===== config.mk =====
export PLATFORM = sky130hd
export DESIGN_NAME = icebus_responder
export DESIGN_NICKNAME = d
export VERILOG_FILES = /design/src/rtl/icebus_pkg.sv /design/src/rtl/icebus_uart.sv /design/src/rtl/icebus_responder.sv
export SDC_FILE = /design/constraint.sdc
export NUM_CORES = 1
export LEC_CHECK = 0
export CAP_MARGIN = 15
export CORE_UTILIZATION = 55
export CTS_CLUSTER_SIZE = 12
export DETAILED_ROUTE_END_ITERATION = 16
export GPL_TIMING_DRIVEN = 0
export HOLD_SLACK_MARGIN = 0.08
export PLACE_DENSITY_LB_ADDON = 0.05
export SKIP_CTS_REPAIR_TIMING = 1
export SYNTH_ARGS = -nofsm -noshare
export SYNTH_HDL_FRONTEND = slang
export SYNTH_SLANG_ARGS = --single-unit

===== constraint.sdc =====
create_clock -name clk -period 11.95 [get_ports clk]
set_input_delay 1.195 -clock clk [delete_from_list [all_inputs] [get_ports clk]]
set_output_delay 1.195 -clock clk [all_outputs]
set_load 0.03 [all_outputs]

===== src/rtl/icebus_pkg.sv =====
// ---------------------------------------------------------------------------
// icebus_pkg : shared constants, enums and CRC-8 helper for the ICEbus responder
// Rev 1.0
// ---------------------------------------------------------------------------
`default_nettype none

package icebus_pkg;

   localparam logic [7:0] SYNC_CMD     = 8'hA5;
   localparam logic [7:0] SYNC_REPLY   = 8'h5A;
   localparam logic [7:0] BROADCAST_ID = 8'hFF;

   typedef enum logic [2:0] {
      REG_SETPOINT     = 3'd0,
      REG_CONTROL_MODE = 3'd1,
      REG_KP           = 3'd2,
      REG_KI           = 3'd3,
      REG_KD           = 3'd4,
      REG_PWM_LIMIT    = 3'd5,
      REG_ENCODER      = 3'd6,
      REG_CURRENT      = 3'd7
   } reg_idx_e;

   typedef enum logic [2:0] {
      ST_IDLE  = 3'd0,
      ST_ID    = 3'd1,
      ST_CMD   = 3'd2,
      ST_DATA  = 3'd3,
      ST_CRC   = 3'd4,
      ST_EXEC  = 3'd5,
      ST_REPLY = 3'd6
   } state_e;

   // CRC-8, polynomial x^8+x^2+x+1, MSB first, no reflection
   function automatic logic [7:0] crc8(input logic [7:0] crc, input logic [7:0] data);
      logic [7:0] c;
      c = crc ^ data;
      for (int i = 0; i < 8; i++) begin
         c = c[7] ? ((c << 1) ^ 8'h07) : (c << 1);
      end
      return c;
   endfunction

endpackage

`default_nettype wire


===== src/rtl/icebus_uart.sv =====
// ---------------------------------------------------------------------------
// icebus_uart : 8N1 byte receiver (2-flop sync, mid-bit sampling) and transmitter
// Rev 1.0
// ---------------------------------------------------------------------------
`default_nettype none

module icebus_uart #(
   parameter int CLKS_PER_BIT = 25
) (
   input  logic       clk,
   input  logic       reset,
   input  logic       rx_i,
   input  logic       rx_en_i,
   output logic [7:0] rx_data_o,
   output logic       rx_valid_o,
   output logic       rx_err_o,
   input  logic       tx_start_i,
   input  logic [7:0] tx_data_i,
   output logic       tx_o,
   output logic       tx_busy_o
);

   localparam int CW = $clog2(CLKS_PER_BIT) + 1;
   localparam logic [CW-1:0] LAST = CW'(CLKS_PER_BIT - 1);
   localparam logic [CW-1:0] HALF = CW'(CLKS_PER_BIT / 2 - 1);

   typedef enum logic [1:0] {RX_IDLE, RX_START, RX_DATA, RX_STOP} rx_state_e;

   rx_state_e     rx_state_q;
   logic [1:0]    rx_sync_q;
   logic [CW-1:0] rx_cnt_q;
   logic [2:0]    rx_bit_q;
   logic [7:0]    rx_shift_q;
   logic          w_rx_s;

   logic [CW-1:0] tx_cnt_q;
   logic [3:0]    tx_bit_q;
   logic [8:0]    tx_shift_q;

   assign w_rx_s = rx_sync_q[1];

   always_ff @(posedge clk or posedge reset) begin
      if (reset) begin
         rx_sync_q  <= 2'b11;
         rx_state_q <= RX_IDLE;
         rx_cnt_q   <= '0;
         rx_bit_q   <= '0;
         rx_shift_q <= '0;
         rx_data_o  <= '0;
         rx_valid_o <= 1'b0;
         rx_err_o   <= 1'b0;
      end else begin
         rx_sync_q  <= {rx_sync_q[0], rx_i};
         rx_valid_o <= 1'b0;
         rx_err_o   <= 1'b0;
         if (!rx_en_i) begin
            rx_state_q <= RX_IDLE;
         end else begin
            case (rx_state_q)
               RX_IDLE: begin
                  rx_cnt_q <= '0;
                  if (!w_rx_s) rx_state_q <= RX_START;
               end
               RX_START: begin
                  if (rx_cnt_q == HALF) begin
                     rx_cnt_q   <= '0;
                     rx_bit_q   <= '0;
                     rx_state_q <= w_rx_s ? RX_IDLE : RX_DATA;
                  end else begin
                     rx_cnt_q <= rx_cnt_q + 1'b1;
                  end
               end
               RX_DATA: begin
                  if (rx_cnt_q == LAST) begin
                     rx_cnt_q   <= '0;
                     rx_shift_q <= {w_rx_s, rx_shift_q[7:1]};
                     rx_bit_q   <= rx_bit_q + 1'b1;
                     if (rx_bit_q == 3'd7) rx_state_q <= RX_STOP;
                  end else begin
                     rx_cnt_q <= rx_cnt_q + 1'b1;
                  end
               end
               default: begin
                  if (rx_cnt_q == LAST) begin
                     rx_state_q <= RX_IDLE;
                     rx_data_o  <= rx_shift_q;
                     rx_valid_o <= w_rx_s;
                     rx_err_o   <= !w_rx_s;
                  end else begin
                     rx_cnt_q <= rx_cnt_q + 1'b1;
                  end
               end
            endcase
         end
      end
   end

   // Shift register holds d0..d7 then the stop bit; start bit is driven on load
   always_ff @(posedge clk or posedge reset) begin
      if (reset) begin
         tx_o       <= 1'b1;
         tx_busy_o  <= 1'b0;
         tx_cnt_q   <= '0;
         tx_bit_q   <= '0;
         tx_shift_q <= '1;
      end else if (!tx_busy_o) begin
         if (tx_start_i) begin
            tx_o       <= 1'b0;
            tx_busy_o  <= 1'b1;
            tx_cnt_q   <= '0;
            tx_bit_q   <= '0;
            tx_shift_q <= {1'b1, tx_data_i};
         end
      end else if (tx_cnt_q == LAST) begin
         tx_cnt_q <= '0;
         if (tx_bit_q == 4'd9) begin
            tx_o      <= 1'b1;
            tx_busy_o <= 1'b0;
         end else begin
            tx_o       <= tx_shift_q[0];
            tx_shift_q <= {1'b1, tx_shift_q[8:1]};
            tx_bit_q   <= tx_bit_q + 1'b1;
         end
      end else begin
         tx_cnt_q <= tx_cnt_q + 1'b1;
      end
   end

endmodule

`default_nettype wire


===== src/rtl/icebus_responder.sv =====
// ---------------------------------------------------------------------------
// icebus_responder : ICEbus frame FSM and register bank (CRC-8 with ICEBUS_RESPONDER_CRC_EN)
// Rev 1.0
// ---------------------------------------------------------------------------
`default_nettype none

module icebus_responder #(
   parameter int CLKS_PER_BIT = 25,
   parameter int TIMEOUT_CLKS = 2000
) (
   input  logic               clk,
   input  logic               reset,
   input  logic               rx,
   output logic               tx,
   input  logic [7:0]         my_id,
   input  logic signed [31:0] encoder_position,
   input  logic signed [15:0] current,
   output logic [31:0]        setpoint,
   output logic [7:0]         control_mode,
   output logic [15:0]        Kp,
   output logic [15:0]        Ki,
   output logic [15:0]        Kd,
   output logic [23:0]        pwm_limit,
   output logic               cmd_strobe,
   output logic [15:0]        crc_error_count
);
   import icebus_pkg::*;

   localparam int GW = $clog2(TIMEOUT_CLKS + 1);
   localparam int WW = $clog2(CLKS_PER_BIT) + 1;

   state_e        state_q;
   logic [7:0]    id_q, cmd_q, crc_q, reply_crc_q, tx_byte_q;
   logic [31:0]   data_q, reply_val_q;
   logic [1:0]    byte_cnt_q;
   logic [GW-1:0] gap_q;
   logic [WW-1:0] wait_q;
   logic [3:0]    tx_idx_q;
   logic          tx_start_q;

   logic [7:0]    w_rx_data;
   logic          w_rx_valid, w_rx_err, w_tx_busy, w_addressed, w_crc_bad, w_wr_rw;
   logic [31:0]   w_cur_val, w_new_val;
   logic [7:0]    w_reply_byte;
   reg_idx_e      w_sel;

   icebus_uart #(.CLKS_PER_BIT(CLKS_PER_BIT)) u_uart (
      .clk       (clk),
      .reset     (reset),
      .rx_i      (rx),
      .rx_en_i   (state_q != ST_REPLY),
      .rx_data_o (w_rx_data),
      .rx_valid_o(w_rx_valid),
      .rx_err_o  (w_rx_err),
      .tx_start_i(tx_start_q),
      .tx_data_i (tx_byte_q),
      .tx_o      (tx),
      .tx_busy_o (w_tx_busy)
   );

   assign w_sel       = reg_idx_e'(cmd_q[2:0]);
   assign w_addressed = (id_q == my_id) || (id_q == BROADCAST_ID);
   assign w_wr_rw     = cmd_q[7] && (cmd_q[2:1] != 2'b11);
`ifdef ICEBUS_RESPONDER_CRC_EN
   assign w_crc_bad   = (w_rx_data != crc_q);
`else
   assign w_crc_bad   = 1'b0;
`endif

   // Value of the selected register as it will read after EXEC
   always_comb begin
      w_cur_val = setpoint;
      case (w_sel)
         REG_CONTROL_MODE: w_cur_val = {24'd0, control_mode};
         REG_KP:           w_cur_val = {16'd0, Kp};
         REG_KI:           w_cur_val = {16'd0, Ki};
         REG_KD:           w_cur_val = {16'd0, Kd};
         REG_PWM_LIMIT:    w_cur_val = {8'd0, pwm_limit};
         REG_ENCODER:      w_cur_val = encoder_position;
         REG_CURRENT:      w_cur_val = {{16{current[15]}}, current};
         default:          w_cur_val = setpoint;
      endcase
      w_new_val = w_cur_val;
      if (w_wr_rw) begin
         case (w_sel)
            REG_CONTROL_MODE: w_new_val = {24'd0, data_q[7:0]};
            REG_KP, REG_KI, REG_KD: w_new_val = {16'd0, data_q[15:0]};
            REG_PWM_LIMIT:    w_new_val = {8'd0, data_q[23:0]};
            default:          w_new_val = data_q;
         endcase
      end
   end

   always_comb begin
      w_reply_byte = 8'h00;
      case (tx_idx_q)
         4'd0: w_reply_byte = SYNC_REPLY;
         4'd1: w_reply_byte = my_id;
         4'd2: w_reply_byte = cmd_q;
         4'd3: w_reply_byte = reply_val_q[7:0];
         4'd4: w_reply_byte = reply_val_q[15:8];
         4'd5: w_reply_byte = reply_val_q[23:16];
         4'd6: w_reply_byte = reply_val_q[31:24];
`ifdef ICEBUS_RESPONDER_CRC_EN
         4'd7: w_reply_byte = reply_crc_q;
`endif
         default: w_reply_byte = 8'h00;
      endcase
   end

   always_ff @(posedge clk or posedge reset) begin
      if (reset) begin
         state_q         <= ST_IDLE;
         id_q            <= '0;
         cmd_q           <= '0;
         crc_q           <= '0;
         data_q          <= '0;
         byte_cnt_q      <= '0;
         gap_q           <= '0;
         wait_q          <= '0;
         tx_idx_q        <= '0;
         tx_start_q      <= 1'b0;
         tx_byte_q       <= '0;
         reply_val_q     <= '0;
         reply_crc_q     <= '0;
         setpoint        <= 32'd0;
         control_mode    <= 8'd0;
         Kp              <= 16'd1;
         Ki              <= 16'd0;
         Kd              <= 16'd0;
         pwm_limit       <= 24'd500;
         cmd_strobe      <= 1'b0;
         crc_error_count <= 16'd0;
      end else begin
         cmd_strobe <= 1'b0;
         tx_start_q <= 1'b0;
         case (state_q)
            ST_IDLE: begin
               if (w_rx_valid && (w_rx_data == SYNC_CMD)) begin
                  state_q <= ST_ID;
                  gap_q   <= '0;
                  crc_q   <= '0;
               end
            end
            ST_ID, ST_CMD, ST_DATA, ST_CRC: begin
               if (w_rx_err) begin
                  state_q <= ST_IDLE;
               end else if (w_rx_valid) begin
                  gap_q <= '0;
                  crc_q <= crc8(crc_q, w_rx_data);
                  case (state_q)
                     ST_ID: begin
                        id_q    <= w_rx_data;
                        state_q <= ST_CMD;
                     end
                     ST_CMD: begin
                        cmd_q      <= w_rx_data;
                        byte_cnt_q <= '0;
                        state_q    <= ST_DATA;
                     end
                     ST_DATA: begin
                        data_q     <= {w_rx_data, data_q[31:8]};
                        byte_cnt_q <= byte_cnt_q + 1'b1;
                        if (byte_cnt_q == 2'd3) state_q <= ST_CRC;
                     end
                     default: begin
                        if (!w_addressed) begin
                           state_q <= ST_IDLE;
                        end else if (w_crc_bad) begin
                           state_q <= ST_IDLE;
                           if (crc_error_count != 16'hFFFF)
                              crc_error_count <= crc_error_count + 1'b1;
                        end else begin
                           state_q <= ST_EXEC;
                        end
                     end
                  endcase
               end else if (gap_q == GW'(TIMEOUT_CLKS - 1)) begin
                  state_q <= ST_IDLE;
               end else begin
                  gap_q <= gap_q + 1'b1;
               end
            end
            ST_EXEC: begin
               if (w_wr_rw) begin
                  cmd_strobe <= 1'b1;
                  case (w_sel)
                     REG_SETPOINT:     setpoint     <= data_q;
                     REG_CONTROL_MODE: control_mode <= data_q[7:0];
                     REG_KP:           Kp           <= data_q[15:0];
                     REG_KI:           Ki           <= data_q[15:0];
                     REG_KD:           Kd           <= data_q[15:0];
                     default:          pwm_limit    <= data_q[23:0];
                  endcase
               end
               reply_val_q <= w_new_val;
               reply_crc_q <= '0;
               tx_idx_q    <= '0;
               wait_q      <= WW'(CLKS_PER_BIT - 2);
               state_q     <= (id_q == my_id) ? ST_REPLY : ST_IDLE;
            end
            ST_REPLY: begin
               // One bit-time of turnaround, then bytes back-to-back as TX frees up
               if (wait_q != '0) begin
                  wait_q <= wait_q - 1'b1;
               end else if (!w_tx_busy && !tx_start_q) begin
                  if (tx_idx_q == 4'd8) begin
                     state_q <= ST_IDLE;
                  end else begin
                     tx_start_q <= 1'b1;
                     tx_byte_q  <= w_reply_byte;
                     tx_idx_q   <= tx_idx_q + 1'b1;
                     if ((tx_idx_q >= 4'd1) && (tx_idx_q <= 4'd6))
                        reply_crc_q <= crc8(reply_crc_q, w_reply_byte);
                  end
               end
            end
            default: state_q <= ST_IDLE;
         endcase
      end
   end

endmodule

`default_nettype wire

### Yosys cells after proc, flatten, opt, wreduce, memory -nomap -nowiden

Cells that the tools add are included.

* flip-flop bits (word level): 280
* input port bits: 59
* word-level logic and storage cells: 215

* add/subtract/negate cells: 8
* equal/unequal tests: 54
* mux-type cells: 74
* bitwise operators: 5
* reductions and logical operators: 43

Operator list (count)
* $pmux 32 s7: 1
* $pmux 32 s3: 1
* $pmux 8 s7: 1
* $mux 11: 4
* $mux 6: 7
* $mux 3: 12
* $mux 9: 4
* $mux 32: 1
* $reduce_and 4->1: 8
* $mux 4: 7
* $reduce_and 3->1: 9
* $eq 3x3->1 const B: 8
* $pmux 11 s2: 1
* $mux 1: 20
* $ne 2x2->1 const B: 10
* $pmux 6 s3: 1
* $eq 8x8->1 const B: 2
* $ne 3x3->1 const B: 5
* $mux 2: 7
* $add 6x1->6 const B: 2
* $eq 3x2->1 const B: 4
* $eq 4x3->1 const B: 3
* $eq 6x5->1 const B: 2
* $pmux 3 s4: 1
* 40 further kinds: 63

### Logic depth before layout (Yosys ltp)

* depth after elaboration: 7
* gate-level depth with buffers: 9
* mapped depth without buffers: 8

### By module

A second synthesis with hierarchy kept.

* cell total of the unflattened synthesis: 1178
* area total of the unflattened synthesis: 13795.7 um^2

Modules (own cells, without submodules)
* icebus_responder: instances 1, cells each 965, area each 11377.2 um^2
* icebus_uart: instances 1, cells each 213, area each 2418.6 um^2

### Least setup slack after synthesis

No wires, ideal clock.

* kind: input -> register
* from: in current[15]
* to: reg reply_val_q[16]
* library setup time: 0.126 ns
* arrival time: 2.090 ns
* slack: 9.735 ns
* stages: 6
* buffers on the path: 0
* cells stage by stage: nand2_1 o21ai_0 a22o_1 a22o_1 a221oi_1 nor2_1

* longest elaborated chain between the ends: 2

Ends and longest elaborated chain
* from (decl): line icebus_responder.sv:17 `input logic signed [15:0] current,`
* $pmux 32 s7: line icebus_responder.sv:73 `case (w_sel)`
* $mux 32: line icebus_responder.sv:84 `if (w_wr_rw) begin`
* to (signal assigned): line icebus_responder.sv:196 `reply_val_q <= w_new_val;`
* to (decl): line icebus_responder.sv:34 `logic [31:0] data_q, reply_val_q;`

No other way between the ends.
A chain may end at the register's enable or synchronous reset.

### Worst setup path after layout

* from: reg pwm_limit[8]
* to: out pwm_limit[8]

RTL lines
* from (decl): line icebus_responder.sv:23 `output logic [23:0] pwm_limit,`
* from (signal assigned): line icebus_responder.sv:193 `default: pwm_limit <= data_q[23:0];`

No word-level cell between the ends.

==> metrics.txt <==
total clock buffers created by CTS=31; largest net degree at the start of global routing=128; Setup violations, final=0; last weighted congestion value of the routability-driven placer=0.8854; number of optimization iterations in the first detailed-route pass=6; Critical path buffers and inverters=1; CTS H-Tree Depth=1; Final Hold Violating Endpoints=0; top-level I/O count=189; worst-case clock skew=0.02594 ns; DIE AREA=25490 µm²; final instance count without filler cells=1916; syn avg cell area=10.16 µm²; Post-Syn Instances=1345; post-synth top area cell=sky130_fd_sc_hd__dfrtp_1; top post-synthesis cells by count=sky130_fd_sc_hd__nand2_1 (270), sky130_fd_sc_hd__dfrtp_1 (261), sky130_fd_sc_hd__mux2_2 (102), sky130_fd_sc_hd__nor2_1 (93), sky130_fd_sc_hd__o21ai_0 (83); vias per cell=5.900; post-synthesis instance area=13670 µm²; dominant cells by area after synthesis=sky130_fd_sc_hd__dfrtp_1 (48%), sky130_fd_sc_hd__mux2_2 (8.4%), sky130_fd_sc_hd__nand2_1 (7.4%); fraction of final layout cells with drive strength greater than 1=15.58%; Detailed Place HPWL=27960 µm; critical path's largest stage delay=0.67 ns; PD cells=118.9 nW/µm²; critical path class=flip-flop to primary output; root buffer cell=sky130_fd_sc_hd__clkbuf_16; worst relative slew slack=43.24%; horizontal die dimension=159.7 µm; synth unique cells=71; max-cap violation count=0; signed area change from the synthesized netlist to the final layout=23.52%; startpoint type of the worst setup path=flip-flop; result of the run=finished clean; die extent in y=159.7 µm; origin of the worst setup path=pwm_limit[8]$_DFFE_PP1P_; total DRC errors in the routed layout=0; row count=57; total inserted antenna cells=0; number of design-rule violations left by the first detailed-router iteration=1098; Final Net Count=1647; worst-case setup margin in the final layout=8.959 ns; class of the most critical hold timing path=flip-flop to flip-flop; number of vias after detailed routing=11310; Worst-Skew Late Latency=0.57 ns; IR drop worst, VDD=0.1120 mV; Reg-to-Reg Start=cmd_q[0]$_DFFE_PP0P_; reg-to-reg setup timing slack=9.39 ns; number of buffers between clock root and the deepest sink=3; warning count from the yosys run=0; launch point of the worst hold path=u_uart.rx_sync_q[0]$_DFF_PP1_; Critical Path, Cell by Cell=clkdlybuf4s50_1; initial antenna violation count=0; register bit count reported by yosys=279; number of synthesized flops with an enable pin=0; buffers added on ports=172; clk sinks=279; post-route clock period utilization=25.03%; achievable clock frequency=334.3 MHz; number of global-route vias before repair=11140; most frequent cell after synthesis=sky130_fd_sc_hd__nand2_1; WL/cell=20.47 µm; slew at the pin closest to its max-slew limit=0.8421 ns; Antenna Violating Nets Remaining=0; Core Footprint=24320 µm²; CP top delay family=buffers and inverters; clock tree from TritonCTS=built; final WL=39220 µm; cell count after placement=1858; critical path's slowest cell=sky130_fd_sc_hd__clkdlybuf4s50_1; GRT overflow=0; clock period minus worst slack=2.991 ns; Slew Viols, Final=0; Worst Path Required=10.76 ns; Setup Slack @ Placement=8.873 ns; biggest fanout along the worst timing path=3; filler cell count=1903; leakage power summed over all cells=0.007891 µW; wire length of the first global-routing pass=62070 µm; share of the synthesized area in the top cell type=47.77%; post-CTS clock slew at the launch and capture registers of the worst setup and hold paths=0.06 ns; effective utilization at floorplan=56.22%; post-synthesis async set-or-reset flop share=100.0%; critical path endpoint category=primary output; top_reg_cell synth=sky130_fd_sc_hd__dfrtp_1; Worst Path Arrival=1.80 ns; setup repair after global routing missed its margin=no; global-route usage over all layers=31.10%; portion of the post-synthesis area used by sequential elements=51.23%
==> power breakdown <==
| part | internal (µW) | switching [µW] | leakage, µW |
|---|---|---|---|
| sequential | 955 | 10.5 | 0.00369 |
| combinational | 52.5 | 73.3 | 0.00373 |
| clock | 533 | 383 | 0.000477 |
==> cell type report <==
| cell class | instances | area (µm²) | share of cell area [%] |
|---|---|---|---|
| multi-input cells | 947 | 6077 | 35.99 |
| well taps | 324 | 405.4 | 2.401 |
| clock buffers | 50 | 897.1 | 5.312 |
| clock inverters | 8 | 72.57 | 0.4297 |
| flip-flops and latches | 279 | 7004 | 41.48 |
| repair buffers | 174 | 1777 | 10.52 |
| inverters | 43 | 168.9 | 1.000 |
| plain buffers | 91 | 485.5 | 2.875 |
==> stage by stage <==
stage	setup TNS [ns]	power (µW)	instance area, µm²	hold WS (ns)	util, %
after global routing	0	2074	16890	0.3640	69.44
after floorplan	0	1064	13730	0.3452	-
final	0	2007	16890	0.3543	69.44
after detailed placement	0	1108	15920	0.3540	65.45
after CTS	0	2019	16890	0.3559	69.44
after global placement	-86.16	1102	15860	0.3460	65.20
==> registers in the layout, summed over array words and instances (netlist names), 11 cells and up <==
signal and flops:
Kd 16, Ki 16, pwm_limit 24, Kp 16, data_q 32, reply_val_q 32
setpoint 32, gap_q 11
==> layer usage <==
layer / vias to the layer above / GRT usage [%] / part of all wire (%)
li1: 5157 / - / -
met1: 5538 / 43.76 / 43
met2: 511 / 48.51 / 46
met3: 99 / 6.416 / 8.5
met4: 0 / 9.878 / 3.0
met5: - / 0 / 0
==> placed cells by master (no fill, tap or decap), drive strengths merged, types with 5 or more instances in the layout <==
cell / count
a21o: 5
o21ai: 96
a2111oi: 6
nand2b: 13
dfstp: 18
clkbuf: 82
nor3: 10
inv: 45
nor2b: 9
or3: 5
o31ai: 7
a31oi: 13
a221oi: 25
nand2: 270
dfrtp: 261
a22oi: 6
clkinv: 5
and3: 13
nand3: 23
mux2i: 26
a21oi: 54
clkdlybuf4s50: 172
a22o: 20
xnor2: 19
nand4: 13
a222oi: 7
mux4: 8
mux2: 111
nor4: 9
nor2: 95
ha: 21
conb: 16
buf: 61
==> cells by family after synthesis <==
group | share of synthesized area (%)
mux | 12.39
compound gates | 13.00
fa+ha+maj | 1.922
simple gates | 15.29
flops | 51.23
other cells | 0.02743
xor+xnor | 1.409
buf+inv | 4.731
==> path summary, 6_finish.rpt <==
kind                                                    to  cells past startpoint
max                                           pwm_limit[8]                      1
max reg2reg                    reply_val_q[14]$_DFFE_PP0P_                      6
min                          u_uart.rx_sync_q[1]$_DFF_PP1_                      0
min in group asynchronous                Kd[7]$_DFFE_PP0P_                      2
max in group asynchronous  u_uart.rx_data_o[6]$_DFFE_PP0P_                      3
min reg2reg                  u_uart.rx_sync_q[1]$_DFF_PP1_                      0
Power figures use the tool's default switching activity.
